[src/rtl/shift_tap_pkg.sv]
// shift_tap_pkg: shared mode encoding for the
// serial/parallel shift-tap register.
package shift_tap_pkg;

  typedef enum logic [1:0] {
    MODE_SHL  = 2'b00,
    MODE_SHR  = 2'b01,
    MODE_ROL  = 2'b10,
    MODE_LOAD = 2'b11
  } mode_t;

endpackage

[src/rtl/tap_mux.sv]
// tap_mux: WIDTH-to-1 bit picker with range check,
// returns 0 for any select at or beyond WIDTH.
module tap_mux #(
  parameter int WIDTH = 8,
  parameter int SEL_W = $clog2(WIDTH)
) (
  input  logic [WIDTH-1:0] i_d,
  input  logic [SEL_W-1:0] i_sel,
  output logic             o_bit
);

  // compare against every legal index; no match leaves 0
  always_comb begin
    o_bit = 1'b0;
    for (int i = 0; i < WIDTH; i++) begin
      if (i_sel == SEL_W'(i)) o_bit = i_d[i];
    end
  end

endmodule

[src/rtl/shift_tap_reg.sv]
// shift_tap_reg: shift/rotate/load register with
// combinational and registered taps, serial out and counter.
module shift_tap_reg
  import shift_tap_pkg::*;
#(
  parameter int WIDTH = 8,
  parameter int SEL_W = $clog2(WIDTH),
  parameter int CNT_W = $clog2(WIDTH+1)
) (
  input  logic             clk,
  input  logic             rst_n,
  input  logic             en,
  input  logic [1:0]       mode,
  input  logic             sin,
  input  logic [WIDTH-1:0] load_data,
  input  logic [SEL_W-1:0] sel,
  output logic [WIDTH-1:0] q,
  output logic             z,
  output logic             z_r,
  output logic             sout,
  output logic [CNT_W-1:0] cnt,
  output logic             full
);

  localparam logic [CNT_W-1:0] CNT_MAX = CNT_W'(WIDTH);

  logic [WIDTH-1:0] r_q;
  logic             r_z;
  logic             r_sout;
  logic [CNT_W-1:0] r_cnt;
  logic             r_full;

  logic [WIDTH-1:0] w_q_nxt;
  logic             w_sout_nxt;
  logic [CNT_W-1:0] w_cnt_nxt;
  logic [CNT_W-1:0] w_cnt_inc;
  logic             w_z_nxt;

  assign w_cnt_inc = (r_cnt == CNT_MAX) ?
                     r_cnt : r_cnt + 1'b1;

  // next-state for data, serial out and counter
  always_comb begin
    w_q_nxt    = r_q;
    w_sout_nxt = r_sout;
    w_cnt_nxt  = r_cnt;
    if (en) begin
      case (mode_t'(mode))
        MODE_SHL: begin
          w_q_nxt    = {r_q[WIDTH-2:0], sin};
          w_sout_nxt = r_q[WIDTH-1];
          w_cnt_nxt  = w_cnt_inc;
        end
        MODE_SHR: begin
          w_q_nxt    = {sin, r_q[WIDTH-1:1]};
          w_sout_nxt = r_q[0];
          w_cnt_nxt  = w_cnt_inc;
        end
        MODE_ROL: begin
          w_q_nxt    = {r_q[WIDTH-2:0], r_q[WIDTH-1]};
          w_sout_nxt = r_q[WIDTH-1];
        end
        default: begin
          w_q_nxt    = load_data;
          w_sout_nxt = 1'b0;
          w_cnt_nxt  = '0;
        end
      endcase
    end
  end

  tap_mux #(
    .WIDTH (WIDTH),
    .SEL_W (SEL_W)
  ) u_tap_now (
    .i_d   (r_q),
    .i_sel (sel),
    .o_bit (z)
  );

  tap_mux #(
    .WIDTH (WIDTH),
    .SEL_W (SEL_W)
  ) u_tap_nxt (
    .i_d   (w_q_nxt),
    .i_sel (sel),
    .o_bit (w_z_nxt)
  );

  // state registers; z_r samples every cycle, even on hold
  always_ff @(posedge clk) begin
    if (!rst_n) begin
      r_q    <= '0;
      r_z    <= 1'b0;
      r_sout <= 1'b0;
      r_cnt  <= '0;
      r_full <= 1'b0;
    end else begin
      r_q    <= w_q_nxt;
      r_z    <= w_z_nxt;
      r_sout <= w_sout_nxt;
      r_cnt  <= w_cnt_nxt;
      r_full <= (w_cnt_nxt == CNT_MAX);
    end
  end

  assign q    = r_q;
  assign z_r  = r_z;
  assign sout = r_sout;
  assign cnt  = r_cnt;
  assign full = r_full;

endmodule

[config.mk]
export PLATFORM = sky130hd
export DESIGN_NAME = shift_tap_reg
export DESIGN_NICKNAME = d
export VERILOG_FILES = /design/src/rtl/shift_tap_pkg.sv /design/src/rtl/tap_mux.sv /design/src/rtl/shift_tap_reg.sv
export SDC_FILE = /design/constraint.sdc
export NUM_CORES = 1
export LEC_CHECK = 0
export ABC_AREA = 1
export CORE_UTILIZATION = 51
export CTS_CLUSTER_SIZE = 40
export DETAILED_ROUTE_END_ITERATION = 7
export DONT_BUFFER_PORTS = 1
export HOLD_SLACK_MARGIN = 0.05
export PLACE_DENSITY = 0.71
export SKIP_LAST_GASP = 1
export SLEW_MARGIN = 20
export SYNTH_ARGS = -nofsm -noshare
export SYNTH_HDL_FRONTEND = slang
export SYNTH_SLANG_ARGS = --single-unit
[constraint.sdc]
create_clock -name clk -period 1.8 [get_ports clk]
set_input_delay 0.27 -clock clk [delete_from_list [all_inputs] [get_ports clk]]
set_output_delay 0.27 -clock clk [all_outputs]
set_load 0.05 [all_outputs]
==> impl_metrics.csv <==
group,metric,value,unit
worst_setup_path,crit_path_cell_trace,"nand2_1 > nand2_1 > a21oi_1 > o21ai_0 > a21oi_1 > nand4_1 > buf_4",
floorplan,die_h,46.39,um
worst_setup_path,reg2regPathDepth,11,
clock_network,cts_max_path_buffers,2,
synth,synth_xor_xnor_area_share,1.743,%
worst_setup_path,worstPathRequired,1530,ps
drt,drt_iter0_markers,35,
floorplan,row_count,15,
pwr,ir_drop,0.5091,mV
synth,synthTopCellsByCount,"nand2_1, dfxtp_1, inv_1",
synth,synth_simple_gate_area_share,43.84,%
clock_network,path_clk_slew,100,ps
floorplan,ios,33,
sta,layout_setup_ws,144.5,ps
synth,syn_inst,154,
global_routing,grt_max_degree,15,
sta,worstMarginPinSlew,496.9,ps
global_routing,grt_pass1_wl,3684,um
sta,fin_crit,1655,ps
worst_setup_path,crit_path_max_incr_delay,370,ps
sta,finClkSkew,10.13,ps
synth,muxShareOfSynthArea,0,%
synth,synth_seq_area_share,29.89,%
drt,drc,0,
floorplan,initial_utilization,56.35,%
sta,setup_viol,0,
place,dp_hpwl,1949,um
job,maxCapViolations,0,
drt,drtPass1Iterations,4,
final_layout,postLayoutCellArea,0.001136,sq mm
worst_setup_path,r2r_setup_slack,440,ps
global_routing,grt_overflow,0,
clock_network,clock_latency,290,ps
sta,maxSlewViolCount,0,
synth,synth_area_leaders,"dfxtp_1, nand2_1, nand3_1",
sta,finalCritPeriodShare,91.97,%
clock_network,tritoncts,"done",
synth,synth-compound-area-share,11.83,%
floorplan,dieArea,0.002152,sq mm
sta,fin_setup_tns,0,ps
synth,async_flop_share,0,%
floorplan,die-width,46.39,um
final_layout,drive_above_1_share,21.43,%
synth,syn-num-nets,173,
clock_network,htreeDepth,1,
sta,hold_viol_final,0,
synth,yosys.cell_count.top_type,"nand2_1",
worst_setup_path,r2r_start,"q[0]",
global_routing,grt_use_total,24.38,%
worst_setup_path,arrival,1390,ps
global_routing,antenna_found_initial,0,
hold_path,hold_path_class,"input port to flip-flop",
synth,yosysWarningCount,0,
global_routing,grt_pass1_vias,910,
synth,synth_largest_area_cell,"dfxtp_1",
sta,timing.fmax,0.6041,GHz
sta,hold-worst-slack,89.25,ps
pwr,power.density,687.9,mW/mm^2
drt,dr_total_vias,1038,
synth,synth_top_family_by_area,"simple AND/OR/NAND/NOR gates",
worst_setup_path,end_kind,"primary output",
clock_network,clockRootBuffer,"clkbuf_4",
worst_setup_path,critPathMaxFanout,5,
drt,postRouteAntennaNets,0,
synth,synth_top_area_share,29.89,%
place,pre_cts_ws,342.5,ps
worst_setup_path,cp-startpoint,"q[1]",
final_layout,antenna_cells,0,
worst_setup_path,worstSetupEndpoint,"z",
worst_setup_path,cp-start-kind,"flip-flop",
place,placed_area,0.001107,sq mm
place,gp_congestion,0.8128,
drt,drt-total-wl,2484,um
synth,syn_area,0.001005,sq mm
drt,viasPerCell,5.378,
place,io_buffers,0,
synth,synth_area_per_cell,6.524,sq um
clock_network,cts-buffers-inserted,3,
drt,wl_per_cell,12.87,um
worst_setup_path,crit_slowest_cell,"dfxtp_2",
status,status,"finished, final reports clean",
final_layout,synthToLayoutAreaGrowth,13.08,%
clock_network,clkSinkCount,15,
pwr,p_leak,0.5225,nW
worst_setup_path,reg2reg_to,"z_r",
sta,rsz0062_at_grt,"no",
final_layout,finalNetCount,188,
synth,synth-seq-cells,15,
synth,synth_edf_count,0,
synth,synth-adder-area-share,2.491,%
synth,synth_cell_type_count,29,
synth,synthFlopType,"dfxtp_1",
worst_setup_path,crit_type,"flip-flop to primary output",
sta,maxSlewHeadroom,66.83,%
floorplan,core-area,0.001783,sq mm
state kept, by name, indices dropped and copies added, names as in the netlist:
register  count
q             8
z_r           1
full          1
sout          1
cnt           4
kinds of logic after synthesis:
logic type,Yosys count
buffers and inverters,23
adder cells (fa/ha/maj),2
XOR/XNOR,2
AO/OA/AOI/OAI,19
flip-flops,15
AND/OR/NAND/NOR,93
worst max-delay path, delay by kind of cell (launching register included):
| family | cells | cell delay [ps] |
|---|---|---|
| AO/OA/AOI/OAI | 3 | 300 |
| AND/OR/NAND/NOR | 3 | 230 |
| flip-flops | 1 | 370 |
| buffers and inverters | 1 | 200 |
per-layer routing:
metal | vias up | GRT usage, % | part of all wire (%)
met4 | 0 | 8.235 | 0.60
met3 | 2 | 3.922 | 6.1
met1 | 471 | 32.15 | 46
met5 | - | 0 | 0
li1 | 533 | - | -
met2 | 32 | 39.72 | 47
worst min-delay path by stage:
stage          startpoint   end  slack, ps  cells past startpoint
2_1_floorplan       rst_n  q[0]        370                      2
3_3_place_gp        rst_n  q[0]        370                      2
3_5_place_dp        rst_n  q[0]        380                      2
4_1_cts                en  sout         80                      1
5_1_grt                en  sout         80                      1
6_report               en  sout         90                      1
cells in the final DEF (no fill, tap or decap), types with 3 or more instances in the layout:
cell / instances
nand2_1: 45
inv_1: 15
nand3_1: 14
dfxtp_1: 14
buf_4: 13
nor2_1: 12
nor3_1: 7
nand3_2: 5
a21oi_1: 4
o21ai_0: 4
inv_2: 4
o21ai_1: 4
o2111ai_1: 3
clkbuf_4: 3
final cells by class:
| class | instances | area, sq um |
|---|---|---|
| clock inverter | 1 | 5.005 |
| clock buffer | 3 | 22.52 |
| fill | 170 | 646.9 |
| tap | 25 | 31.28 |
| multi-input combinational | 116 | 601.8 |
| timing repair buffer | 13 | 97.59 |
| inverter | 20 | 76.32 |
| sequential | 15 | 301.5 |
timing repair:
action	CTS	global route
gates resized for setup	0	1
endpoints found under the setup margin	0	1
hold buffers	0	0
setup buffers	0	0
endpoints found under the hold margin	0	0
per-stage QoR:
step / std cells / power, mW / util [%]
after global placement: 189 / 0.5900 / 62.11
after CTS: 193 / 0.7855 / 63.65
after global routing: 193 / 0.8202 / 63.72
after floorplan: 154 / 0.5503 / -
after detailed placement: 189 / 0.5919 / 62.11
final: 193 / 0.7815 / 63.72
power by group:
group          internal, mW  leakage, nW  switching, mW
sequential            0.350        0.123         0.0302
clock                0.0825       0.0177          0.114
combinational        0.0637        0.381          0.141
Power figures use the tool's default switching activity.
